===== src/rtl/id_pool_nwmr.sv =====
// id_pool_nwmr: multi-lane FIFO free-list of transaction IDs.
// Up to N_WR IDs are released and up to N_RD IDs are allocated per cycle.
// IDs leave in the same order they entered. All pointers wrap modulo DEPTH,
// so DEPTH does not have to be a power of two.
//
// Ports:
//   clk     - clock
//   rst     - synchronous active-high reset
//   c_srdy  - release lane valid                   [N_WR]
//   c_drdy  - release lane accepted (combinational) [N_WR]
//   c_data  - released IDs                          [N_WR][WIDTH]
//   p_srdy  - allocate lane holds an ID             [N_RD]
//   p_drdy  - consumer takes the lane's ID          [N_RD]
//   p_data  - IDs offered on the allocate lanes     [N_RD][WIDTH]
//   usage   - number of IDs held in the pool        [PTR_W+1]
//   empty   - usage == 0
//   full    - usage == DEPTH
//   low_wm  - usage <= LOW_WM
module id_pool_nwmr #(
    parameter int unsigned DEPTH    = 8,
    parameter int unsigned WIDTH    = 8,
    parameter int unsigned N_WR     = 2,
    parameter int unsigned N_RD     = 2,
    parameter int unsigned INIT_CNT = DEPTH,
    parameter int unsigned LOW_WM   = 1,
    parameter int unsigned PTR_W    = $clog2(DEPTH)
) (
    input  logic                       clk,
    input  logic                       rst,
    input  logic [N_WR-1:0]            c_srdy,
    output logic [N_WR-1:0]            c_drdy,
    input  logic [N_WR-1:0][WIDTH-1:0] c_data,
    output logic [N_RD-1:0]            p_srdy,
    input  logic [N_RD-1:0]            p_drdy,
    output logic [N_RD-1:0][WIDTH-1:0] p_data,
    output logic [PTR_W:0]             usage,
    output logic                       empty,
    output logic                       full,
    output logic                       low_wm
);

    localparam int unsigned CNT_W = PTR_W + 1;
    localparam int unsigned SUM_W = PTR_W + 2;

    logic [WIDTH-1:0] r_array [DEPTH];
    logic [PTR_W-1:0] r_rd_ptr;
    logic [PTR_W-1:0] r_wr_ptr;
    logic [CNT_W-1:0] r_cnt;

    logic [CNT_W-1:0] w_free;
    logic [CNT_W-1:0] w_pop_cnt;
    logic [CNT_W-1:0] w_push_cnt;
    logic [N_WR-1:0]  w_push;
    logic [CNT_W-1:0] w_wr_off [N_WR];
    logic [SUM_W-1:0] w_cnt_sum;

    // base + off modulo DEPTH; off never exceeds DEPTH, so one subtraction suffices
    function automatic logic [PTR_W-1:0] f_wrap(input logic [PTR_W-1:0] base,
                                                 input logic [CNT_W-1:0] off);
        logic [SUM_W-1:0] sum;
        sum = SUM_W'(base) + SUM_W'(off);
        if (sum >= SUM_W'(DEPTH)) begin
            sum = sum - SUM_W'(DEPTH);
        end
        return PTR_W'(sum);
    endfunction

    // Allocate lanes present the next N_RD IDs straight from storage
    always_comb begin
        p_srdy = '0;
        p_data = '0;
        for (int j = 0; j < N_RD; j++) begin
            p_srdy[j] = (r_cnt > CNT_W'(j));
            p_data[j] = r_array[f_wrap(r_rd_ptr, CNT_W'(j))];
        end
    end

    // Pop count: only the unbroken run of taken lanes starting at lane 0
    always_comb begin : pop_count_c
        logic run;
        run       = 1'b1;
        w_pop_cnt = '0;
        for (int j = 0; j < N_RD; j++) begin
            if (run && p_srdy[j] && p_drdy[j]) begin
                w_pop_cnt = w_pop_cnt + CNT_W'(1);
            end else begin
                run = 1'b0;
            end
        end
    end

    // Room comes from the registered count only; same-cycle pops do not help
    assign w_free = CNT_W'(DEPTH) - r_cnt;

    // Release lanes: lane i is granted if fewer than 'free' lower lanes are requesting.
    // A granted lane's write offset equals the number of requesting lanes below it.
    always_comb begin : push_c
        logic [CNT_W-1:0] seen;
        seen       = '0;
        w_push_cnt = '0;
        w_push     = '0;
        c_drdy     = '0;
        for (int i = 0; i < N_WR; i++) begin
            w_wr_off[i] = seen;
            c_drdy[i]   = (seen < w_free);
            w_push[i]   = c_srdy[i] & c_drdy[i];
            if (w_push[i]) begin
                w_push_cnt = w_push_cnt + CNT_W'(1);
            end
            if (c_srdy[i]) begin
                seen = seen + CNT_W'(1);
            end
        end
    end

    assign w_cnt_sum = SUM_W'(r_cnt) + SUM_W'(w_push_cnt) - SUM_W'(w_pop_cnt);

    assign usage  = r_cnt;
    assign empty  = (r_cnt == '0);
    assign full   = (r_cnt == CNT_W'(DEPTH));
    assign low_wm = (r_cnt <= CNT_W'(LOW_WM));

    // Pool state: pointers, count and ID storage
    always_ff @(posedge clk) begin
        if (rst) begin
            r_rd_ptr <= '0;
            r_wr_ptr <= PTR_W'(INIT_CNT % DEPTH);
            r_cnt    <= CNT_W'(INIT_CNT);
            for (int i = 0; i < DEPTH; i++) begin
                r_array[i] <= (i < INIT_CNT) ? WIDTH'(i) : '0;
            end
        end else begin
            r_rd_ptr <= f_wrap(r_rd_ptr, w_pop_cnt);
            r_wr_ptr <= f_wrap(r_wr_ptr, w_push_cnt);
            r_cnt    <= CNT_W'(w_cnt_sum);
            for (int i = 0; i < N_WR; i++) begin
                if (w_push[i]) begin
                    r_array[f_wrap(r_wr_ptr, w_wr_off[i])] <= c_data[i];
                end
            end
        end
    end

endmodule


===== config.mk =====
export PLATFORM = sky130hd
export DESIGN_NAME = id_pool_nwmr
export DESIGN_NICKNAME = d
export VERILOG_FILES = /design/src/rtl/id_pool_nwmr.sv
export SDC_FILE = /design/constraint.sdc
export NUM_CORES = 1
export LEC_CHECK = 0
export BUFFER_PORTS_ARGS = -buffer_cell sky130_fd_sc_hd__buf_2
export CAP_MARGIN = 5
export CELL_PAD_IN_SITES_DETAIL_PLACEMENT = 1
export CELL_PAD_IN_SITES_GLOBAL_PLACEMENT = 1
export CORE_UTILIZATION = 40
export DETAILED_ROUTE_END_ITERATION = 7
export PLACE_DENSITY = 0.76
export SLEW_MARGIN = 25
export SYNTH_ARGS = -nofsm -noshare
export SYNTH_HDL_FRONTEND = slang
export SYNTH_SLANG_ARGS = --single-unit

===== constraint.sdc =====
create_clock -name clk -period 9.5 [get_ports clk]
set_clock_uncertainty 0.1 [all_clocks]
set_input_delay 1.9 -clock clk [delete_from_list [all_inputs] [get_ports clk]]
set_output_delay 1.9 -clock clk [all_outputs]
set_load 0.02 [all_outputs]

==> run summary <==
Status: finished clean
Setup bufs post-CTS: 0
Reg2reg setup slack: 5.58 ns
Die area: 0.01402 sq mm
List of most frequent post-synthesis cells: mux2_2 (65), edfxtp_1 (64), nor3_1 (54)
Vias in the first global route: 4167
Cell Chain, Critical Path: buf_2 > nor2b_1 > o31ai_4 > nand2_1 > buf_2
Final #Nets: 493
CP Data Required Time: 7.50 ns
Hold_buf cts: 0
Worst slew pin tran: 0.8310 ns
Multi-input gate area: 0.003064 sq mm
Register area share after synthesis: 39.16%
Synth top area cells: edfxtp_1 (35%), mux2_2 (14%), mux4_2 (13%)
FF/Latch Area: 0.002123 sq mm
DRT Pass-1 Iters: 4
Final Max Tran Viols: 0
# IOs: 49
Global-route wire length before repair: 23.96 mm
Buffers added on ports: 48
Die extent in x: 118.4 microns
Fin Setup TNS: 0 ns
Starting density of the core: 40.92%
HP Start: r_wr_ptr[2]$_SDFF_PP0_
Final Routed Wirelength: 15.22 mm
Post-Syn Nets: 461
Gpl congestion: 0.7843
Syn Inst Count: 418
Post-route ant nets: 0
Iter 0 DRT Violations: 240
Leak Pwr: 2.215 nW
Share of cells above drive strength 1: 41.54%
Max clock buf depth: 2
Worst-path clk slew: 0.06 ns
Filler cells: 1380
Cell accounting for the most synthesized area: edfxtp_1
Post-Synthesis Mean Instance Area: 12.96 sq um
DP Area: 0.005731 sq mm
Worst VDD drop: 0.0002309 V
Power per cell area: 316.9 mW/mm^2
Wirelength per Cell: 24.13 microns
Die Y-Extent: 118.4 microns
Worst r2r src: usage[1]$_SDFF_PP0_
Slowest stage delay, CP: 0.63 ns
Total grt overflow: 0
DR vias: 3806
Clock latency on the worst-skew pair: 0.35 ns
RSZ-0062 raised after global routing: no
Minimum clock period: 5.076 ns
Final cycle utilization of the critical path: 53.44%
Post-placement cell count: 615
Hold crit path type: reg -> reg
Hold path cells: 2
Core Box Area: 0.01324 sq mm
Endpoints failing hold: 0
Yosys top cell area share: 35.47%
Vias per cell: 6.032
CP max stage cell: o31ai_4
Initial antenna violation count: 0
Fmax: 197.0 MHz
Rows: 42
Max Cap Viol: 0
Most common flop cell mapped by yosys: edfxtp_1
Number of flops mapped to enable cells by yosys: 64
Crit-path max FO: 13
Setup crit end kind: output port
Final cell count without fillers: 631
FF+latch count, synth: 74
PostCTS Resize Cnt: 0
CP Launch Type: input port
Netlist cell types: 49
Most frequent cell after synthesis: mux2_2
Top cell by count, worst path: buf_2
Final non-filler cell area: 0.006031 sq mm
H-tree Lvls: 3
Syn-to-layout area delta: 11.29%
DRC viols: 0
CTS Sinks: 74
Reg2Reg Depth: 15
DP HPWL: 9.997 mm
Worst r2r dst: usage[3]$_SDFF_PP1_
Worst Hold End: r_wr_ptr[2]$_SDFF_PP0_
Critical Path AT: 3.08 ns
Post-synth ARST share: 0%
Final-report setup violation count: 0
Synth warn: 0
Worst slew margin: 44.44%
GRT Overall Usage: 23.14%
Pin count of the biggest net entering global routing: 65
CTS tree: built
Type of the worst setup path: in -> out
Cell Area, Synth: 0.005419 sq mm
CTS buffer count: 9
Ant. Diodes: 0
CTS Root Buffer Type: clkbuf_16
[per-layer routing]
metal	wire length, microns	vias to the layer above	global-route usage [%]
met4	398	0	9.889
li1	-	1692	-
met1	6288	1976	27.95
met3	599	29	3.234
met5	0	-	0
met2	7937	109	41.14
[final cells by class]
cell class                 count  share of cell area, %
clock buffer                   9                  3.734
clock inverter                 7                  1.245
inverter                      14                 0.8714
multi-input combinational    299                  50.81
sequential                    74                  35.21
tap                          176                  3.651
timing repair buffer          52                  4.481
[power by group]
part	switching, mW	internal, mW
registers	0.0547	0.429
clock network	0.148	0.205
logic	0.621	0.454
total	0.823	1.09
[registers in the layout, summed over array words and instances, names as in the netlist]
name / cells
r_wr_ptr: 3
r_rd_ptr: 3
r_array: 64
usage: 4
[kinds of logic (layout without fill, tap and decap cells)]
kind of cell	count (synthesis)	in the layout	share of synthesized area, %
buffers and inverters	45	82	4.641
DFF	74	74	39.16
adders and majority gates	21	21	5.403
xor gates and xnor gates	7	7	1.131
muxes	112	112	30.48
AOI/OAI and AO/OA	30	30	4.964
and+or+nand+nor	129	129	14.22
[worst max-delay path by stage]
stage / start / to / slack, ns / cells after the start
finish: c_srdy[0] / c_drdy[1] / 4.42 / 5
global route: c_srdy[0] / c_drdy[1] / 4.33 / 5
CTS: c_srdy[0] / c_drdy[1] / 4.41 / 5
detailed placement: c_srdy[0] / c_drdy[1] / 4.41 / 5
global placement: c_srdy[0] / c_drdy[1] / 4.13 / 5
floorplan: c_srdy[0] / c_drdy[1] / 4.91 / 4
[worst max-delay path: cells and delay by family]
family | cells | cell delay (ns)
buf+inv | 2 | 0.33
compound gates | 1 | 0.63
simple gates | 2 | 0.21
[per-stage QoR]
stage                     setup WS [ns]  total power, mW  utilization (%)  hold slack [ns]
final                             4.424            1.911            45.54           0.6095
after global routing              4.327            2.020            45.54           0.6559
after CTS                         4.405            1.928            45.54           0.6085
after detailed placement          4.412            1.574            43.27           0.5950
after global placement            4.127            1.513            43.13           0.5754
after floorplan                   4.913            1.319                -           0.4835
[cells in the final DEF (no fill, tap or decap), types with 7 or more instances in the layout]
| cell | netlist | final |
|---|---|---|
| mux2_2 | 65 | 65 |
| edfxtp_1 | 64 | 64 |
| nor3_1 | 54 | 54 |
| buf_2 | 9 | 48 |
| mux4_2 | 32 | 32 |
| ha_1 | 17 | 16 |
| inv_1 | 14 | 14 |
| nand2b_1 | 13 | 13 |
| nand2_1 | 11 | 11 |
| nor2b_1 | 9 | 9 |
| or3_1 | 9 | 9 |
| clkbuf_16 | 0 | 9 |
| dfxtp_1 | 10 | 9 |
| mux2_4 | 8 | 8 |
| nand3_1 | 7 | 7 |
| mux2_1 | 7 | 7 |
Note: power is estimated with default switching activity, not from simulation.
